**src/rtl/exec_pkg.sv**
```systemverilog
// exec_pkg: shared constants for the execution core.
//   - XLEN / register-file geometry
//   - ALU opcode encodings (ALU_ADD .. ALU_PASSB; codes 11-31 yield 0)
//   - immediate format selects (IMM_I, IMM_S, IMM_B, IMM_U)
//   - bit positions inside the 4-bit status word (ST_Z, ST_N, ST_C, ST_V)
package exec_pkg;

    localparam int XLEN   = 32;
    localparam int NREGS  = 32;
    localparam int REG_AW = 5;

    localparam logic [4:0] ALU_ADD   = 5'd0;
    localparam logic [4:0] ALU_SUB   = 5'd1;
    localparam logic [4:0] ALU_AND   = 5'd2;
    localparam logic [4:0] ALU_OR    = 5'd3;
    localparam logic [4:0] ALU_XOR   = 5'd4;
    localparam logic [4:0] ALU_SLL   = 5'd5;
    localparam logic [4:0] ALU_SRL   = 5'd6;
    localparam logic [4:0] ALU_SRA   = 5'd7;
    localparam logic [4:0] ALU_SLT   = 5'd8;
    localparam logic [4:0] ALU_SLTU  = 5'd9;
    localparam logic [4:0] ALU_PASSB = 5'd10;

    localparam logic [1:0] IMM_I = 2'b00;
    localparam logic [1:0] IMM_S = 2'b01;
    localparam logic [1:0] IMM_B = 2'b10;
    localparam logic [1:0] IMM_U = 2'b11;

    localparam int ST_Z = 0;
    localparam int ST_N = 1;
    localparam int ST_C = 2;
    localparam int ST_V = 3;

endpackage

```
**src/rtl/exec_if.sv**
```systemverilog
// exec_if: instruction/control/data bundle between the datapath controller
// and exec_core.
//   master (controller): drives instr, immsrc, regRW, ALUsrc, ALUop, dataIn;
//                        receives dataA, dataB, imm, aluOut, status.
//   slave  (exec_core):  the mirror image.
interface exec_if;
    import exec_pkg::*;

    logic [XLEN-1:0] instr;
    logic [1:0]      immsrc;
    logic            regRW;
    logic            ALUsrc;
    logic [4:0]      ALUop;
    logic [XLEN-1:0] dataIn;
    logic [XLEN-1:0] dataA;
    logic [XLEN-1:0] dataB;
    logic [XLEN-1:0] imm;
    logic [XLEN-1:0] aluOut;
    logic [3:0]      status;

    modport master (
        output instr, immsrc, regRW, ALUsrc, ALUop, dataIn,
        input  dataA, dataB, imm, aluOut, status
    );

    modport slave (
        input  instr, immsrc, regRW, ALUsrc, ALUop, dataIn,
        output dataA, dataB, imm, aluOut, status
    );

endinterface

```
**src/rtl/exec_regfile.sv**
```systemverilog
// exec_regfile: 32 x 32 register file, one write port, two combinational
// read ports. x0 is hard-wired to zero; no write-through bypass, so a write
// is only visible after the clock edge.
//   clk, rst        : rising-edge clock, async active-high reset (clears all)
//   we/waddr/wdata  : write port, ignored for waddr==0 and while rst=1
//   ra/rdata_a      : read port A
//   rb/rdata_b      : read port B
// Optional: EXEC_TRACE_EN prints every committed write (simulation only).
module exec_regfile
    import exec_pkg::*;
(
    input  logic              clk,
    input  logic              rst,
    input  logic              we,
    input  logic [REG_AW-1:0] waddr,
    input  logic [XLEN-1:0]   wdata,
    input  logic [REG_AW-1:0] ra,
    input  logic [REG_AW-1:0] rb,
    output logic [XLEN-1:0]   rdata_a,
    output logic [XLEN-1:0]   rdata_b
);

    logic [XLEN-1:0] regs [NREGS];
    logic            wr_commit;

    assign wr_commit = we && (waddr != '0);

    // regs[0] is cleared on reset and never written; reads of x0 are also
    // forced to zero below so it never depends on storage.
    always_ff @(posedge clk or posedge rst) begin
        if (rst) begin
            for (int i = 0; i < NREGS; i++) regs[i] <= '0;
        end else if (wr_commit) begin
            regs[waddr] <= wdata;
        end
    end

    assign rdata_a = (ra == '0) ? '0 : regs[ra];
    assign rdata_b = (rb == '0) ? '0 : regs[rb];

`ifdef EXEC_TRACE_EN
    always_ff @(posedge clk) begin
        if (!rst && wr_commit)
            $display("x%0d <= 0x%08h", waddr, wdata);
    end
`endif

endmodule

```
**src/rtl/exec_core.sv**
```systemverilog
// exec_core: execution core of the single-cycle RISC-V datapath.
// Register file + immediate generator + 32-bit ALU; everything is
// combinational except the register writes.
//   clk  : rising-edge clock
//   rst  : async active-high reset, clears the register file
//   bus  : exec_if.slave
//          in : instr (rd=[11:7], rs1=[19:15], rs2=[24:20]), immsrc, regRW,
//               ALUsrc (1: B=dataB, 0: B=imm), ALUop, dataIn
//          out: dataA, dataB, imm, aluOut, status {V,C,N,Z}
// Optional: EXEC_TRACE_EN (see exec_regfile) traces register writes.
module exec_core
    import exec_pkg::*;
(
    input  logic clk,
    input  logic rst,
    exec_if.slave bus
);

    logic [XLEN-1:0] ins;
    logic [XLEN-1:0] imm;
    logic [XLEN-1:0] a, b, rs1_data, rs2_data, res;
    logic [XLEN:0]   sum, diff;
    logic            c, v;
    logic [3:0]      st;
    logic [4:0]      shamt;
    logic            unused_opcode;

    assign ins = bus.instr;
    // opcode bits are decoded by the controller, not here
    assign unused_opcode = ^ins[6:0];

    exec_regfile u_rf (
        .clk     (clk),
        .rst     (rst),
        .we      (bus.regRW),
        .waddr   (ins[11:7]),
        .wdata   (bus.dataIn),
        .ra      (ins[19:15]),
        .rb      (ins[24:20]),
        .rdata_a (rs1_data),
        .rdata_b (rs2_data)
    );

    always_comb begin
        imm = '0;
        case (bus.immsrc)
            IMM_I:   imm = {{20{ins[31]}}, ins[31:20]};
            IMM_S:   imm = {{20{ins[31]}}, ins[31:25], ins[11:7]};
            IMM_B:   imm = {{19{ins[31]}}, ins[31], ins[7], ins[30:25], ins[11:8], 1'b0};
            IMM_U:   imm = {ins[31:12], 12'b0};
            default: imm = '0;
        endcase
    end

    assign a     = rs1_data;
    assign b     = bus.ALUsrc ? rs2_data : imm;
    assign shamt = b[4:0];

    // One 33-bit adder each way: bit 32 of sum is carry-out, bit 32 of diff
    // is the borrow, so C on SUB is its inverse (A >= B unsigned).
    assign sum  = {1'b0, a} + {1'b0, b};
    assign diff = {1'b0, a} - {1'b0, b};

    always_comb begin
        res = '0;
        c   = 1'b0;
        v   = 1'b0;
        case (bus.ALUop)
            ALU_ADD: begin
                res = sum[XLEN-1:0];
                c   = sum[XLEN];
                v   = (a[31] == b[31]) && (sum[31] != a[31]);
            end
            ALU_SUB: begin
                res = diff[XLEN-1:0];
                c   = ~diff[XLEN];
                v   = (a[31] != b[31]) && (diff[31] != a[31]);
            end
            ALU_AND:   res = a & b;
            ALU_OR:    res = a | b;
            ALU_XOR:   res = a ^ b;
            ALU_SLL:   res = a << shamt;
            ALU_SRL:   res = a >> shamt;
            ALU_SRA:   res = $unsigned($signed(a) >>> shamt);
            ALU_SLT:   res = {31'b0, $signed(a) < $signed(b)};
            ALU_SLTU:  res = {31'b0, a < b};
            ALU_PASSB: res = b;
            default:   res = '0;
        endcase
    end

    always_comb begin
        st       = '0;
        st[ST_Z] = (res == '0);
        st[ST_N] = res[31];
        st[ST_C] = c;
        st[ST_V] = v;
    end

    assign bus.dataA  = rs1_data;
    assign bus.dataB  = rs2_data;
    assign bus.imm    = imm;
    assign bus.aluOut = res;
    assign bus.status = st;

endmodule

```
**src/flat_wrapper.sv**
```systemverilog
// flat-port wrapper written by rule: the top's interface ports become plain ports
module exec_core_flat import exec_pkg::*;
  (clk, rst, bus_instr, bus_immsrc, bus_regRW, bus_ALUsrc, bus_ALUop, bus_dataIn, bus_dataA, bus_dataB, bus_imm, bus_aluOut, bus_status);
  exec_if bus_i ();
  input  logic clk;
  input  logic rst;
  input wire logic [$bits(bus_i.instr)-1:0] bus_instr;
  input wire logic [$bits(bus_i.immsrc)-1:0] bus_immsrc;
  input wire logic [$bits(bus_i.regRW)-1:0] bus_regRW;
  input wire logic [$bits(bus_i.ALUsrc)-1:0] bus_ALUsrc;
  input wire logic [$bits(bus_i.ALUop)-1:0] bus_ALUop;
  input wire logic [$bits(bus_i.dataIn)-1:0] bus_dataIn;
  output wire logic [$bits(bus_i.dataA)-1:0] bus_dataA;
  output wire logic [$bits(bus_i.dataB)-1:0] bus_dataB;
  output wire logic [$bits(bus_i.imm)-1:0] bus_imm;
  output wire logic [$bits(bus_i.aluOut)-1:0] bus_aluOut;
  output wire logic [$bits(bus_i.status)-1:0] bus_status;
  assign bus_i.instr = bus_instr;
  assign bus_i.immsrc = bus_immsrc;
  assign bus_i.regRW = bus_regRW;
  assign bus_i.ALUsrc = bus_ALUsrc;
  assign bus_i.ALUop = bus_ALUop;
  assign bus_i.dataIn = bus_dataIn;
  assign bus_dataA = bus_i.dataA;
  assign bus_dataB = bus_i.dataB;
  assign bus_imm = bus_i.imm;
  assign bus_aluOut = bus_i.aluOut;
  assign bus_status = bus_i.status;
  exec_core u_core (.clk(clk), .rst(rst), .bus(bus_i));
endmodule
```
**config.mk**
```make
export PLATFORM = sky130hd
export DESIGN_NAME = exec_core_flat
export DESIGN_NICKNAME = d
export VERILOG_FILES = /design/src/rtl/exec_pkg.sv /design/src/rtl/exec_if.sv /design/src/rtl/exec_regfile.sv /design/src/rtl/exec_core.sv /design/src/flat_wrapper.sv
export SDC_FILE = /design/constraint.sdc
export NUM_CORES = 2
export LEC_CHECK = 0
export ABC_AREA = 0
export CAP_MARGIN = 10
export CORE_UTILIZATION = 25
export CTS_CLUSTER_DIAMETER = 40
export CTS_CLUSTER_SIZE = 14
export DETAILED_ROUTE_END_ITERATION = 7
export PLACE_DENSITY = 0.37
export SYNTH_ARGS = -nofsm -noshare
export SYNTH_HDL_FRONTEND = slang
export SYNTH_SLANG_ARGS = --single-unit
```
**constraint.sdc**
```tcl
create_clock -name clk -period 41 [get_ports clk]
set_input_delay 4.1 -clock clk [delete_from_list [all_inputs] [get_ports clk]]
set_output_delay 4.1 -clock clk [all_outputs]
set_load 0.05 [all_outputs]
```
==> impl_metrics.json <==
{
  "drive_gt1_share_pct": 39.60,
  "ys_seq_area_share_pct": 39.26,
  "p_int_mw": 2.778,
  "post_cts_resized": 0,
  "antenna_found_initial": 27,
  "die_area_um2": 263100,
  "startpoint": "bus_instr[20]",
  "syn_nets": 5418,
  "p_leak_nw": 32.53,
  "cts_made_buffers": 195,
  "grt_overflow": 0,
  "ant_nets": 0,
  "die_w_um": 513.0,
  "cp-end-kind": "output pin",
  "r2r_setup_slack_ns": 40.20,
  "path_max_fanout": 60,
  "critPathArrivalTime_ns": 15.82,
  "clockRootBuffer": "clkbuf_16",
  "place_hpwl_mm": 200.5,
  "netlist_area_um2": 65280,
  "power.switching_mw": 1.392,
  "skew_ns": 0,
  "grt_max_degree": 153,
  "cts_tree": "yes",
  "drcViolationCount": 0,
  "layout_top_registers": "u_core.u_rf.regs x1024",
  "hold_viol": 0,
  "comb_power_share_pct": 27.1,
  "ys_types": 117,
  "power_frac_seq_pct": 32.2,
  "regMostFlops": "u_core.u_rf.regs",
  "drv_cap": 0,
  "gp_congestion": 0.9719,
  "clock_sinks": 1024,
  "num_rows": 187,
  "ys_ff_latch": 1024,
  "required_ns": 36.90,
  "largest_reg_flops": 1024,
  "portBuffers": 199,
  "nFillCells": 26280,
  "area_delta_synth_final_pct": 19.01,
  "vdd_drop_max_uv": 39.67,
  "crit_type": "primary input to output pin",
  "min_to": "u_core.u_rf.regs[1000]",
  "regArea_um2": 25620,
  "status": "finished clean",
  "initial_core_util_pct": 25.13,
  "worst_r2r_endpoint": "u_core.u_rf.regs[971]",
  "grt_pass1_vias": 50460,
  "multiInputGateArea_um2": 37020,
  "hold_path_class": "flop to flop",
  "placed_cells": 8483,
  "tightest_slew_ns": 1.224,
  "startpoint_type": "primary input",
  "worstHoldPathCells": 0,
  "yosysWarnings": 0,
  "postCtsSetupBuffers": 0,
  "final_cells": 8855,
  "synthFlopType": "dfrtp_1",
  "viasPerCell": 5.581,
  "core_area_um2": 259700,
  "ios": 207,
  "clkLatencyLatePin_ns": 0.82,
  "synth.avg_cell_area_um2": 12.45,
  "finalSetupViolCount": 0,
  "powerDensity_nw_per_um2": 53.69,
  "rr_startpoint": "u_core.u_rf.regs[971]",
  "drtIter0Drc": 4293,
  "pwr-share-clk_pct": 40.6,
  "fin_crit_ns": 19.92,
  "via_count": 49420,
  "synth-edff-count": 0,
  "synthArstFlopShare_pct": 100.0,
  "finalWirelength_mm": 306.6,
  "drt_pass1_iterations": 6,
  "period_share_pct": 48.60,
  "wl_per_cell_um": 34.63,
  "slew_violations": 0,
  "rr_worst_depth": 1,
  "grt_usage_pct": 23.05,
  "synthCells": 5244,
  "min_from": "u_core.u_rf.regs[1000]",
  "slew_headroom_pct": 18.22,
  "sw_frac_of_total_pct": 33.39,
  "hold_buffers": 0,
  "final_nets": 5452,
  "grt_pass1_wl_mm": 428.1,
  "rsz0062_at_grt": "false",
  "fmax_ghz": 0.05019,
  "tns_ns": 0,
  "path_clk_slew_ns": 0.05,
  "cts_max_level": 4,
  "die_y_um": 513.0,
  "clock_path_buffers": 3
}
-- cell usage after synthesis, drive strengths merged, types with 10 or more instances --
cell type,count,share of area (%)
and3,36,0.35
a21o,33,0.38
a31oi,27,0.26
ha,97,1.9
a2111oi,10,0.14
o21a,11,0.13
dfrtp,1024,39
nand2,247,1.4
a211oi,49,0.61
a22o,19,0.25
o22a,21,0.28
xnor2,10,0.13
a211o,12,0.16
o21ai,118,0.92
nor2b,25,0.24
buf,215,2.1
or3,13,0.13
o221ai,38,0.52
mux2,1050,18
nand4,21,0.21
a21boi,11,0.13
nor2,219,1.3
a21oi,209,1.6
clkbuf,319,1.8
mux4,479,17
o21bai,13,0.15
inv,100,0.58
nand3b,11,0.13
o2111ai,14,0.19
o22ai,36,0.35
nor3,94,0.75
nand2b,23,0.22
o31ai,23,0.26
mux2i,192,2.9
nand3,60,0.49
nor4,14,0.18
a22oi,99,1.2
and2,40,0.40
a221oi,48,0.72
o211ai,24,0.28
-- worst max path at each step --
stage | end | slack, ns | cells past startpoint
2_1_floorplan | u_core.u_rf.regs[0] | 8.08 | 1
3_3_place_gp | bus_status[0] | 20.89 | 27
3_5_place_dp | bus_status[0] | 20.99 | 27
4_1_cts | bus_status[0] | 20.98 | 27
5_1_grt | bus_status[0] | 20.68 | 27
6_report | bus_status[0] | 21.08 | 27
-- cell usage in the layout, fill, tap and decap left out, drive strengths merged, types with 118 or more instances in the layout --
| master | n |
|---|---|
| dfrtp | 1024 |
| a21oi | 209 |
| clkdlybuf4s50 | 188 |
| buf | 183 |
| o21ai | 118 |
| nand2 | 247 |
| mux2i | 192 |
| mux4 | 479 |
| nor2 | 219 |
| mux2 | 1050 |
| clkbuf | 246 |
-- cells by family after synthesis --
logic type / after synthesis / synth area share [%]
adders and majority gates: 99 / 1.921
buffers and inverters: 635 / 4.545
and+or+nand+nor: 849 / 6.421
xor gates and xnor gates: 14 / 0.1878
AOI/OAI and AO/OA: 902 / 9.854
muxes: 1721 / 37.81
DFF: 1024 / 39.26
-- worst max-delay path, stage by stage --
cell and delay, ns:
buf_8 0.47, buf_12 0.42, buf_4 0.73, mux4_2 0.61, mux4_2 0.51, nand2_1 0.08
a21oi_1 0.19, mux2i_1 0.53, inv_1 0.11, ha_1 0.46, nor4_1 0.59, nand3_1 0.17
a21oi_1 0.39, o31ai_1 0.35, and2_1 0.28, o21ai_0 0.23, nor2_1 0.07, a211o_1 0.27
a221oi_1 0.87, o211ai_1 0.38, or4b_1 0.57, or4b_1 0.55, or4_1 0.55, nor4_1 0.23
or4b_1 0.49, nor4_2 0.31, clkdlybuf4s50_1 0.88
-- metrics by stage --
step	utilization, %	setup WS, ns	cell area, um2	hold slack (ns)	total power [mW]
final	29.91	21.08	77690	0.3893	4.171
after global routing	29.91	20.68	77680	0.4031	4.348
after CTS	29.91	20.98	77680	0.3932	4.198
after detailed placement	27.20	20.99	70650	0.3800	2.482
after global placement	27.20	20.89	70650	0.3753	2.471
after floorplan	-	8.084	65280	0.4385	2.089
-- power by group through the flow --
stage	Sequential [mW]	Combinational, mW	Clock (mW)
after floorplan	1.31	0.778	0
after global placement	1.35	1.12	0
after detailed placement	1.36	1.13	0
after CTS	1.34	1.13	1.73
after global routing	1.37	1.20	1.78
final	1.34	1.13	1.69
-- layout make-up --
class / instances / area share (%)
tap: 3402 / 5.479
timing repair buffer: 371 / 4.313
clock buffer: 246 / 6.888
inverter: 101 / 0.5073
antenna: 3 / 0.009664
clock inverter: 123 / 2.163
sequential: 1024 / 32.98
multi-input combinational: 3585 / 47.65
-- layer usage --
metal	GRT usage (%)	share of wire [%]	vias up
li1	-	-	20330
met5	0	0.037	-
met1	31.26	45	26920
met2	36.84	46	1705
met3	4.163	5.4	457
met4	7.677	3.4	16
No activity file was read; power rests on OpenSTA's default activity.
